`config.mk`:
```
export PLATFORM = sky130hd
export DESIGN_NAME = pad_report_reader
export DESIGN_NICKNAME = d
export VERILOG_FILES = /design/src/rtl/pad_report_reader.sv
export SDC_FILE = /design/constraint.sdc
export NUM_CORES = 1
export LEC_CHECK = 0
export BUFFER_PORTS_ARGS = -buffer_cell sky130_fd_sc_hd__buf_2
export CAP_MARGIN = 25
export CORE_MARGIN = 8
export CORE_UTILIZATION = 59
export CTS_CLUSTER_DIAMETER = 40
export DETAILED_ROUTE_END_ITERATION = 12
export HOLD_SLACK_MARGIN = 0.1
export PLACE_DENSITY = 0.84
export SYNTH_ARGS = -nofsm -noshare
export SYNTH_HDL_FRONTEND = slang
export SYNTH_SLANG_ARGS = --single-unit
```
`constraint.sdc`:
```
create_clock -name clk -period 2.4 [get_ports clk]
set_clock_uncertainty 0.1 [all_clocks]
set_input_delay 0.24 -clock clk [delete_from_list [all_inputs] [get_ports clk]]
set_output_delay 0.24 -clock clk [all_outputs]
set_load 0.005 [all_outputs]
```
`src/rtl/pad_report_reader.sv`:
```
// NES-style serial gamepad poller: latches the pad, shifts in eight active-low bits and
// publishes a registered active-high report. Define PAD_DEBOUNCE_EN to require two matching frames.
module pad_report_reader #(
  parameter int unsigned POLL_DIV = 833333,
  parameter int unsigned HALF_BIT = 300
) (
  input  logic       clk,
  input  logic       reset,
  input  logic       pad_data,
  output logic       pad_latch,
  output logic       pad_clk,
  output logic [7:0] controller_report,
  output logic [7:0] press_edge,
  output logic       report_valid
);

  localparam int unsigned PW = (POLL_DIV > 1) ? $clog2(POLL_DIV) : 1;
  localparam int unsigned CW = $clog2(2 * HALF_BIT);

  typedef enum logic [2:0] {IDLE, LATCH, LOW, HIGH, DONE} state_t;

  state_t          state, state_n;
  logic [PW-1:0]   poll_cnt;
  logic [CW-1:0]   ph_cnt;
  logic [2:0]      bit_idx;
  logic [7:0]      raw;
  logic [7:0]      new_report;
  logic            data_meta, data_sync;
  logic            tick;
  logic            ph_clr, bit_clr, bit_inc, capture, frame_end;

  assign tick = (poll_cnt == PW'(POLL_DIV - 1));

  // Serial order A,B,Sel,Start,Up,Down,Left,Right -> report order swaps Start and Up.
  assign new_report = ~{raw[7], raw[6], raw[5], raw[3], raw[4], raw[2], raw[1], raw[0]};

  always_ff @(posedge clk or posedge reset) begin
    if (reset) begin
      data_meta <= 1'b1;
      data_sync <= 1'b1;
    end else begin
      data_meta <= pad_data;
      data_sync <= data_meta;
    end
  end

  always_ff @(posedge clk or posedge reset) begin
    if (reset) poll_cnt <= '0;
    else if (tick) poll_cnt <= '0;
    else poll_cnt <= poll_cnt + 1'b1;
  end

  always_ff @(posedge clk or posedge reset) begin
    if (reset) state <= IDLE;
    else state <= state_n;
  end

  always_comb begin
    state_n   = state;
    ph_clr    = 1'b0;
    bit_clr   = 1'b0;
    bit_inc   = 1'b0;
    capture   = 1'b0;
    frame_end = 1'b0;
    case (state)
      IDLE: begin
        if (tick) begin
          state_n = LATCH;
          ph_clr  = 1'b1;
          bit_clr = 1'b1;
        end
      end
      LATCH: begin
        if (ph_cnt == CW'(2 * HALF_BIT - 1)) begin
          state_n = LOW;
          ph_clr  = 1'b1;
        end
      end
      LOW: begin
        if (ph_cnt == CW'(HALF_BIT - 1)) begin
          capture = 1'b1;
          ph_clr  = 1'b1;
          state_n = (bit_idx == 3'd7) ? DONE : HIGH;
        end
      end
      HIGH: begin
        if (ph_cnt == CW'(HALF_BIT - 1)) begin
          bit_inc = 1'b1;
          ph_clr  = 1'b1;
          state_n = LOW;
        end
      end
      DONE: begin
        frame_end = 1'b1;
        state_n   = IDLE;
      end
      default: state_n = IDLE;
    endcase
  end

  always_ff @(posedge clk or posedge reset) begin
    if (reset) begin
      ph_cnt  <= '0;
      bit_idx <= '0;
      raw     <= '1;
    end else begin
      if (ph_clr) ph_cnt <= '0;
      else if (state != IDLE) ph_cnt <= ph_cnt + 1'b1;
      if (bit_clr) bit_idx <= '0;
      else if (bit_inc) bit_idx <= bit_idx + 1'b1;
      if (capture) raw[bit_idx] <= data_sync;
    end
  end

  // Pad lines are registered from the next state so they toggle glitch-free on the state edge.
  always_ff @(posedge clk or posedge reset) begin
    if (reset) begin
      pad_latch <= 1'b0;
      pad_clk   <= 1'b1;
    end else begin
      pad_latch <= (state_n == LATCH);
      pad_clk   <= (state_n != LOW);
    end
  end

`ifdef PAD_DEBOUNCE_EN
  logic [7:0] prev_raw;

  always_ff @(posedge clk or posedge reset) begin
    if (reset) begin
      controller_report <= '0;
      press_edge        <= '0;
      report_valid      <= 1'b0;
      prev_raw          <= '1;
    end else begin
      press_edge   <= '0;
      report_valid <= frame_end;
      if (frame_end) begin
        prev_raw <= raw;
        if (raw == prev_raw) begin
          controller_report <= new_report;
          press_edge        <= new_report & ~controller_report;
        end
      end
    end
  end
`else
  always_ff @(posedge clk or posedge reset) begin
    if (reset) begin
      controller_report <= '0;
      press_edge        <= '0;
      report_valid      <= 1'b0;
    end else begin
      press_edge   <= '0;
      report_valid <= frame_end;
      if (frame_end) begin
        controller_report <= new_report;
        press_edge        <= new_report & ~controller_report;
      end
    end
  end
`endif

endmodule

```
==> flow_metrics.py, run 1 <==
metrics = {
    "detailed_routing": {
        "drt_iter0_drc": 138,
        "vias": 2114,
        "drc": 0,
        "drt-pass1-iter-count": 4,
        "wl_per_cell_um": 14.8,
        "ant_nets": 0,
        "routed_via_density": 5.48,
        "wl_um": 5720,
    },
    "synthesis": {
        "ys_types": 50,
        "synth_warnings": 0,
        "syn_avg_cell_area_sq_um": 10.7,
        "yosysTopAreaCell": "dfrtp_1",
        "yosys_register_bits": 65,
        "synth.top_cells.by_area": "dfrtp_1, dfstp_2, nor2_1, xnor2_1, xor2_1",
        "seq_area_frac_synth_pct": 53.8,
        "yosysTopAreaCellShare_pct": 44.4,
        "synth_nets": 292,
        "syn_area_sq_um": 3050,
        "synthFlopType": "dfrtp_1",
        "synth-async-reset-ratio_pct": 100,
        "ys_top_cells_by_count": "dfrtp_1, nor2_1, nand2_1, o21ai_0, xnor2_1",
        "synth_edf_count": 0,
        "yosysMostFrequentCell": "dfrtp_1",
        "syn-instance-count": 284,
    },
    "outcome": {
        "status": "finished clean",
    },
    "worst_setup_path": {
        "crit_family": "simple AND/OR/NAND/NOR gates",
        "start_kind": "flip-flop",
        "worst-path-buf-inv": 0,
        "path_depth": 6,
        "endpoint_kind": "flip-flop",
        "cp.arrival_ns": 2.30,
        "regToRegSetupSlack_ns": 0.22,
        "critical_path_class": "reg -> reg",
        "reg2reg_depth": 6,
        "cp_slowest_stage_delay_ns": 0.40,
        "cp_max_fo": 9,
        "cp_data_required_time_ns": 2.52,
        "cp_cell_sequence": "ha_1 > nand4b_1 > nor4_2 > a32o_1 > or2_4 > nor2_1",
        "cp_slowest_cell": "dfrtp_1",
    },
    "timing": {
        "fin_crit_sh_pct": 90.7,
        "hold_viol": 0,
        "rsz0062_at_grt": "false",
        "slew_headroom_pct": 55.5,
        "tns_ns": 0,
        "max_clock_freq_ghz": 0.460,
        "slew_viol_final": 0,
        "tightest_slew_ns": 0.666,
        "setup_violations": 0,
        "fin_crit_ns": 2.18,
    },
    "cts": {
        "cts-resized-gates": 0,
        "cts_tree": "done",
        "clock_latency_ns": 0.34,
        "clk_pin_slew_ns": 0.07,
        "h-tree-depth": 3,
        "clk_path_buf_depth": 2,
        "cts_buffers": 9,
        "root_buffer": "clkbuf_8",
        "cts_sinks": 65,
    },
    "grt": {
        "grt_pass1_wl_um": 9830,
        "grtUsageTotal_pct": 16.7,
        "grt_pass1_vias": 2039,
        "overflow": 0,
        "grt_max_degree": 44,
        "antenna_found_initial": 0,
    },
    "place": {
        "place_area_sq_um": 3220,
        "io_buffers": 21,
        "gp_congestion": 0.815,
        "dp_hpwl_um": 3830,
    },
    "floorplan": {
        "die-area_sq_um": 7720,
        "start_util_pct": 60.4,
        "boundaryPins": 22,
        "dieWidth_um": 87.9,
        "fp.dieH_um": 87.9,
        "core_sq_um": 5040,
        "std_cell_rows": 26,
    },
    "layout": {
        "drive_above_1_share_pct": 23.1,
        "syn_to_final_growth_pct": 12.8,
        "fillers": 351,
        "postLayoutCellArea_sq_um": 3440,
        "nets": 319,
        "diodes": 0,
    },
    "min_path": {
        "hold_class": "reg -> reg",
        "hold_depth": 0,
    },
    "pwr": {
        "p_per_area_nw_per_um2": 595,
        "p_leak_nw": 1.72,
        "ir_drop_uv": 475,
    },
    "run": {
        "max_cap_violations": 0,
    },
}
==> routing by layer <==
layer  part of all wire [%]  GRT usage (%)  routed length, um
met1                     44           20.6               2530
met2                     49           26.0               2820
met3                    3.7           3.47                209
met4                    2.8           10.8                158
met5                      0              0                  0
==> cells by family (layout without fill, tap and decap cells) <==
logic type	after synthesis	count (layout)	synth area share [%]
mux	10	10	3.61
fa+ha+maj	5	5	2.05
xor+xnor	23	23	6.61
flops	65	65	53.8
buf+inv	17	49	2.67
compound gates	26	26	5.01
simple gates	138	138	26.2
==> power breakdown <==
part / internal [W] / leakage [nW] / switching, W
clock: 0.000506 / 0.0993 / 0.000408
combinational: 0.00000682 / 0.764 / 0.0000210
sequential: 0.00110 / 0.854 / 0.00000231
==> timing repair <==
item	in CTS	in global routing
hold endpoints to repair	22	0
hold buffers	2	0
setup buffers	0	0
==> layout by cell type (no fill, tap or decap), drive strengths merged, types with 3 or more instances in the layout <==
| cell | synthesis | routed |
|---|---|---|
| clkbuf | 4 | 11 |
| inv | 7 | 7 |
| buf | 6 | 24 |
| nand2 | 23 | 23 |
| dfrtp | 54 | 54 |
| o21ai | 14 | 14 |
| nand3 | 11 | 11 |
| nor3 | 16 | 16 |
| nand4 | 9 | 9 |
| and3 | 5 | 5 |
| nor2 | 44 | 44 |
| dfstp | 11 | 11 |
| nor4 | 6 | 6 |
| xnor2 | 13 | 13 |
| a21oi | 7 | 7 |
| ha | 5 | 5 |
| nand3b | 4 | 4 |
| mux2 | 8 | 8 |
| xor2 | 10 | 10 |
| clkinv | 0 | 3 |
==> state kept, by name (all words and copies together), names as in the netlist, 3 cells and up <==
register	count
ph_cnt	10
press_edge	8
bit_idx	3
state	3
controller_report	8
poll_cnt	20
raw	8
==> cell type report <==
class / instances / area, sq um / share of cell area, %
sequential: 65 / 1640 / 47.7
multi-input combinational: 202 / 1330 / 38.6
clock buffer: 11 / 141 / 4.11
clock inverter: 5 / 56.3 / 1.64
tap: 70 / 87.6 / 2.55
inverter: 7 / 26.3 / 0.764
timing repair buffer: 26 / 160 / 4.66
==> metrics by stage <==
stage	instances	setup WS [ns]	utilization [%]	hold WS, ns	power [W]
2_1_floorplan	284	0.452	-	0.144	0.00114
3_3_place_gp	368	0.354	63.8	0.190	0.00115
3_5_place_dp	368	0.226	63.8	0.188	0.00115
4_1_cts	386	0.207	68.2	0.258	0.00207
5_1_grt	386	0.00685	68.2	0.260	0.00211
6_report	386	0.224	68.2	0.257	0.00204
==> path summary, 6_finish.rpt <==
| path | startpoint | endpoint |
|---|---|---|
| max in group asynchronous | reset | pad_clk |
| hold reg to reg | data_meta | data_sync |
| setup / recovery | ph_cnt[0] | ph_cnt[5] |
| min in group asynchronous | reset | poll_cnt[7] |
| hold / removal | data_meta | data_sync |
| setup reg to reg | ph_cnt[0] | ph_cnt[5] |
Note: power is estimated with default switching activity, not from simulation.
==> run 2, diff against run 1 <==
--- a/config.mk
+++ b/config.mk
@@ -12,7 +12,7 @@
 export CTS_CLUSTER_DIAMETER = 40
 export DETAILED_ROUTE_END_ITERATION = 12
 export HOLD_SLACK_MARGIN = 0.1
-export PLACE_DENSITY = 0.84
+export PLACE_DENSITY_LB_ADDON = 0.3
 export SYNTH_ARGS = -nofsm -noshare
 export SYNTH_HDL_FRONTEND = slang
 export SYNTH_SLANG_ARGS = --single-unit
==> flow_metrics.py, run 2 (same netlist as run 1, synthesis figures left out) <==
metrics = {
    "cts": {
        "cts_sinks": 65,
        "cts_tree": "done",
        "clock_latency_ns": 0.34,
        "clk_path_buf_depth": 2,
        "h-tree-depth": 3,
        "clk_pin_slew_ns": 0.07,
        "cts_buffers": 9,
        "cts-resized-gates": 0,
        "root_buffer": "clkbuf_8",
    },
    "pwr": {
        "intPower_w": 0.00169,
        "p_switching_w": 0.000463,
        "ir_drop_uv": 620,
        "p_seq_share_pct": 51.1,
        "finalPower_w": 0.00216,
        "sw_frac_of_total_pct": 21.5,
        "p_leak_nw": 1.72,
        "p_clk_share_pct": 47.7,
        "combPwrFrac_pct": 1.3,
        "p_per_area_nw_per_um2": 623,
    },
    "detailed_routing": {
        "ant_nets": 0,
        "drt_iter0_drc": 103,
        "drc": 0,
        "wl_per_cell_um": 14.1,
        "routed_via_density": 5.41,
        "vias": 2101,
        "drt-pass1-iter-count": 4,
        "wl_um": 5490,
    },
    "layout": {
        "nets": 321,
        "diodes": 0,
        "drive_above_1_share_pct": 23.6,
        "top_regs": "poll_cnt (20), ph_cnt (10)",
        "largest_reg_flops": 20,
        "syn_to_final_growth_pct": 13.6,
        "final_common_cell": "dfrtp_1",
        "final_cell_mix": "dfrtp_1, nor2_1, nand2_1",
        "regMostFlops": "poll_cnt",
    },
    "grt": {
        "antenna_found_initial": 0,
        "grt_pass1_wl_um": 9610,
        "grt_pass1_vias": 2059,
        "grt_max_degree": 28,
        "overflow": 0,
        "grtUsageTotal_pct": 16.1,
    },
    "timing": {
        "tns_ns": 0,
        "slew_headroom_pct": 54.0,
        "fin_crit_ns": 2.16,
        "tightest_slew_ns": 0.688,
        "fin_crit_sh_pct": 90.1,
        "rsz0062_at_grt": "false",
        "hold_viol": 0,
        "slew_viol_final": 0,
        "setup_violations": 0,
        "max_clock_freq_ghz": 0.462,
    },
    "place": {
        "dp_hpwl_um": 3840,
        "io_buffers": 21,
        "gp_congestion": 0.800,
    },
    "worst_setup_path": {
        "cp.arrival_ns": 2.29,
        "r2r_end": "ph_cnt[3]",
        "worst-path-buf-inv": 0,
        "reg2reg_from": "ph_cnt[0]",
        "critical_path_class": "reg -> reg",
        "cp_slowest_cell": "a32o_1",
        "cp_data_required_time_ns": 2.53,
        "endpoint_kind": "flip-flop",
        "cp_cell_sequence": "ha_1 > nand4b_1 > nor4_2 > a32o_1 > or2_4 > nor2_1",
        "cp_slowest_stage_delay_ns": 0.40,
        "start_kind": "flip-flop",
        "reg2reg_depth": 6,
        "cp_max_fo": 9,
        "regToRegSetupSlack_ns": 0.24,
        "crit_family": "simple AND/OR/NAND/NOR gates",
    },
    "min_path": {
        "hold_class": "reg -> reg",
        "hold_depth": 0,
        "min_to": "data_sync",
        "holdCritStartpoint": "data_meta",
    },
    "floorplan": {
        "dieWidth_um": 87.9,
        "die-area_sq_um": 7720,
        "core_sq_um": 5040,
        "fp.dieH_um": 87.9,
        "start_util_pct": 60.4,
        "std_cell_rows": 26,
        "boundaryPins": 22,
    },
    "run": {
        "max_cap_violations": 0,
    },
    "outcome": {
        "status": "finished clean",
    },
}
[run 2: worst max-delay path by stage]
stage | startpoint | to | slack, ns | depth (start not counted)
after floorplan | reset | bit_idx[0] | 0.45 | 1
after global placement | ph_cnt[0] | ph_cnt[5] | 0.33 | 6
after detailed placement | ph_cnt[0] | ph_cnt[7] | 0.25 | 6
after CTS | ph_cnt[0] | ph_cnt[3] | 0.25 | 6
after global routing | ph_cnt[0] | ph_cnt[7] | 0.08 | 6
final | ph_cnt[0] | ph_cnt[3] | 0.24 | 6
[run 2: layer usage]
| metal | up-vias | wire, um | part of all wire [%] | track usage, % |
|---|---|---|---|---|
| li1 | 1042 | - | - | - |
| met1 | 1031 | 2620 | 48 | 21.2 |
| met2 | 21 | 2590 | 47 | 24.2 |
| met3 | 7 | 210 | 3.8 | 3.47 |
| met4 | 0 | 68 | 1.2 | 8.44 |
| met5 | - | 0 | 0 | 0 |
[run 2: power by group through the flow]
| stage | combinational (W) | clock, W | sequential, W |
|---|---|---|---|
| 2_1_floorplan | 0.0000159 | 0 | 0.00112 |
| 3_3_place_gp | 0.0000255 | 0 | 0.00112 |
| 3_5_place_dp | 0.0000263 | 0 | 0.00112 |
| 4_1_cts | 0.0000289 | 0.00105 | 0.00110 |
| 5_1_grt | 0.0000326 | 0.00109 | 0.00110 |
| 6_report | 0.0000272 | 0.00103 | 0.00110 |
[run 2: repair_timing]
item                      4_1_cts  5_1_grt
hold endpoints to repair       22        0
hold buffers                    2        0
setup buffers                   0        0
[run 2: worst register-to-register path: cells and delay by family, from the launching register on]
family / cells / cell delay [ns]
adders and majority gates: 1 / 0.38
and+or+nand+nor: 4 / 0.78
AOI/OAI and AO/OA: 1 / 0.40
DFF: 1 / 0.39
[run 2: area by class of cell]
cell class	count	area, sq um
Timing Repair Buffer	28	163
Fill cell	377	1580
Clock inverter	6	91.3
Multi-Input combinational cell	202	1330
Clock buffer	10	128
Inverter	7	26.3
Sequential cell	65	1640
Tap cell	70	87.6
[run 2: metrics by stage]
stage | utilization, % | cells | area [sq um] | hold slack (ns) | worst slack (ns)
2_1_floorplan | - | 284 | 3050 | 0.144 | 0.452
3_3_place_gp | 63.9 | 370 | 3220 | 0.203 | 0.326
3_5_place_dp | 63.9 | 370 | 3220 | 0.217 | 0.245
4_1_cts | 68.6 | 388 | 3460 | 0.259 | 0.245
5_1_grt | 68.6 | 388 | 3460 | 0.265 | 0.0752
6_report | 68.6 | 388 | 3460 | 0.259 | 0.237
==> run 3, diff against run 2 <==
--- a/config.mk
+++ b/config.mk
@@ -5,10 +5,11 @@
 export SDC_FILE = /design/constraint.sdc
 export NUM_CORES = 1
 export LEC_CHECK = 0
+export ABC_AREA = 1
 export BUFFER_PORTS_ARGS = -buffer_cell sky130_fd_sc_hd__buf_2
 export CAP_MARGIN = 25
 export CORE_MARGIN = 8
-export CORE_UTILIZATION = 59
+export CORE_UTILIZATION = 60
 export CTS_CLUSTER_DIAMETER = 40
 export DETAILED_ROUTE_END_ITERATION = 12
 export HOLD_SLACK_MARGIN = 0.1
==> flow_metrics.py, run 3 <==
metrics = {
    "outcome": {
        "status": "finished clean",
    },
    "detailed_routing": {
        "ant_nets": 0,
        "drc": 0,
        "vias": 2790,
        "routed_via_density": 5.13,
        "wl_per_cell_um": 12.7,
        "wl_um": 6890,
        "drt-pass1-iter-count": 4,
        "drt_iter0_drc": 160,
    },
    "layout": {
        "drive_above_1_share_pct": 16.9,
        "regMostFlops": "poll_cnt",
        "utilization_pct": 69.4,
        "nets": 475,
        "syn_to_final_growth_pct": 12.2,
        "final_common_cell": "nand2_1",
        "top_regs": "poll_cnt (20), ph_cnt (10)",
        "final_cell_mix": "nand2_1, nor2_1, dfrtp_1",
        "diodes": 0,
        "largest_reg_flops": 20,
    },
    "floorplan": {
        "std_cell_rows": 27,
        "dieWidth_um": 91.4,
        "fp.dieH_um": 91.4,
        "boundaryPins": 22,
        "die-area_sq_um": 8350,
        "start_util_pct": 61.9,
        "core_sq_um": 5510,
    },
    "timing": {
        "tightest_slew_ns": 0.631,
        "setup_violations": 0,
        "fin_crit_sh_pct": 71.6,
        "slew_viol_final": 0,
        "tns_ns": 0,
        "rsz0062_at_grt": "false",
        "max_clock_freq_ghz": 0.582,
        "fin_crit_ns": 1.72,
        "hold_viol": 0,
        "slew_headroom_pct": 57.9,
    },
    "pwr": {
        "ir_drop_uv": 589,
        "p_per_area_nw_per_um2": 572,
        "p_leak_nw": 1.95,
    },
    "place": {
        "gp_congestion": 0.961,
        "dp_hpwl_um": 5030,
        "io_buffers": 21,
    },
    "worst_setup_path": {
        "critical_path_class": "reg -> reg",
        "cp.arrival_ns": 1.84,
        "start_kind": "flip-flop",
        "endpoint_kind": "flip-flop",
        "reg2reg_from": "ph_cnt[6]",
        "cp_data_required_time_ns": 2.52,
        "cp_slowest_stage_delay_ns": 0.58,
        "cp_cell_sequence": "inv_1 > nor3_1 > nand4_1 > nand3_2 > nor2_1",
        "regToRegSetupSlack_ns": 0.68,
        "cp_slowest_cell": "dfrtp_1",
        "crit_family": "simple AND/OR/NAND/NOR gates",
        "cp_max_fo": 9,
        "worst-path-buf-inv": 1,
        "reg2reg_depth": 5,
        "r2r_end": "ph_cnt[0]",
    },
    "synthesis": {
        "syn-instance-count": 438,
        "seq_area_frac_synth_pct": 48.1,
        "ys_types": 30,
        "synth_warnings": 0,
        "ys_top_cells_by_count": "nand2_1, nor2_1, dfrtp_1, inv_1, nand3_1",
        "synth_nets": 446,
        "synth.top_cells.by_area": "dfrtp_1, nand2_1, nor2_1, dfstp_2, nand3_1",
        "yosysTopAreaCellShare_pct": 39.7,
        "synth-async-reset-ratio_pct": 100,
        "synthFlopType": "dfrtp_1",
        "yosysTopAreaCell": "dfrtp_1",
        "yosysMostFrequentCell": "nand2_1",
        "syn_avg_cell_area_sq_um": 7.78,
        "synth_edf_count": 0,
        "syn_area_sq_um": 3410,
        "yosys_register_bits": 65,
    },
    "cts": {
        "cts_tree": "done",
        "cts_sinks": 65,
        "root_buffer": "clkbuf_8",
        "clock_latency_ns": 0.34,
        "cts_buffers": 9,
        "clk_pin_slew_ns": 0.08,
        "clk_path_buf_depth": 2,
        "h-tree-depth": 3,
    },
    "grt": {
        "grt_pass1_vias": 2736,
        "grtUsageTotal_pct": 18.1,
        "use_met2_pct": 29.6,
        "antenna_found_initial": 0,
        "grt_pass1_wl_um": 12300,
        "grt_max_degree": 38,
        "overflow": 0,
        "use_met1_pct": 21.4,
        "grt-busiest-layer": "met2",
        "met3_usage_pct": 5.84,
    },
    "min_path": {
        "min_to": "data_sync",
        "hold_class": "reg -> reg",
        "hold_depth": 0,
        "holdCritStartpoint": "data_meta",
    },
    "run": {
        "max_cap_violations": 0,
    },
}
run 3: cell types whose count changed in the layout (fill, tap and decap cells not counted), sizes merged, moves of 7 or more:
cell   previous run  this run
o21ai            14         4
or2               2         9
inv               8        59
mux2              8         0
nand2            23       117
nor2             44        91
xnor2            13         1
nand3            11        40
run 3: how the worst max path moves through the flow:
stage | start | end | slack [ns] | cells past startpoint
floorplan | reset | bit_idx[0] | 0.45 | 1
global route | poll_cnt[0] | poll_cnt[18] | 0.56 | 7
finish | ph_cnt[6] | ph_cnt[0] | 0.68 | 5
CTS | poll_cnt[0] | poll_cnt[18] | 0.71 | 7
global placement | poll_cnt[0] | poll_cnt[18] | 0.79 | 7
detailed placement | poll_cnt[0] | poll_cnt[18] | 0.72 | 7
run 3: report_power, final:
group	switching (W)	internal [W]	total (W)
clock	0.000460	0.000595	0.00106
sequential	0.00000219	0.00110	0.00110
combinational	0.0000214	0.00000675	0.0000281
total	0.000483	0.00170	0.00218
run 3: per-layer routing:
layer | vias up | wire length (um)
li1 | 1422 | -
met1 | 1294 | 3010
met2 | 64 | 3400
met3 | 10 | 355
met4 | 0 | 123
met5 | - | 0
run 3: timing repair:
| action | CTS | global route |
|---|---|---|
| gates resized for setup | 0 | 0 |
| hold endpoints to repair | 28 | 0 |
| buffers inserted | 0 | 0 |
| hold buffers | 2 | 0 |
run 3: logic make-up (layout without fill, tap and decap cells):
family	Yosys count	after routing	synth area share [%]
AO/OA/AOI/OAI	6	6	1.03
XOR/XNOR	13	13	3.34
adder cells (fa/ha/maj)	5	5	1.84
buffers and inverters	65	99	7.90
flip-flops	65	65	48.1
AND/OR/NAND/NOR	284	284	37.8
run 3: layout make-up:
cell class / count / area [sq um]
Clock buffer: 9 / 124
Clock inverter: 7 / 103
Fill cell: 461 / 1690
Inverter: 59 / 221
Multi-Input combinational cell: 308 / 1500
Sequential cell: 65 / 1640
Tap cell: 72 / 90.1
Timing Repair Buffer: 24 / 145
run 3: through the flow:
| step | area (sq um) | hold WS [ns] | setup WS (ns) | instances | power, W |
|---|---|---|---|---|---|
| global placement | 3570 | 0.246 | 0.788 | 526 | 0.00115 |
| global route | 3820 | 0.266 | 0.563 | 544 | 0.00226 |
| floorplan | 3410 | 0.144 | 0.452 | 438 | 0.00114 |
| detailed placement | 3570 | 0.249 | 0.718 | 526 | 0.00115 |
| finish | 3820 | 0.259 | 0.681 | 544 | 0.00218 |
| CTS | 3820 | 0.262 | 0.707 | 544 | 0.00221 |
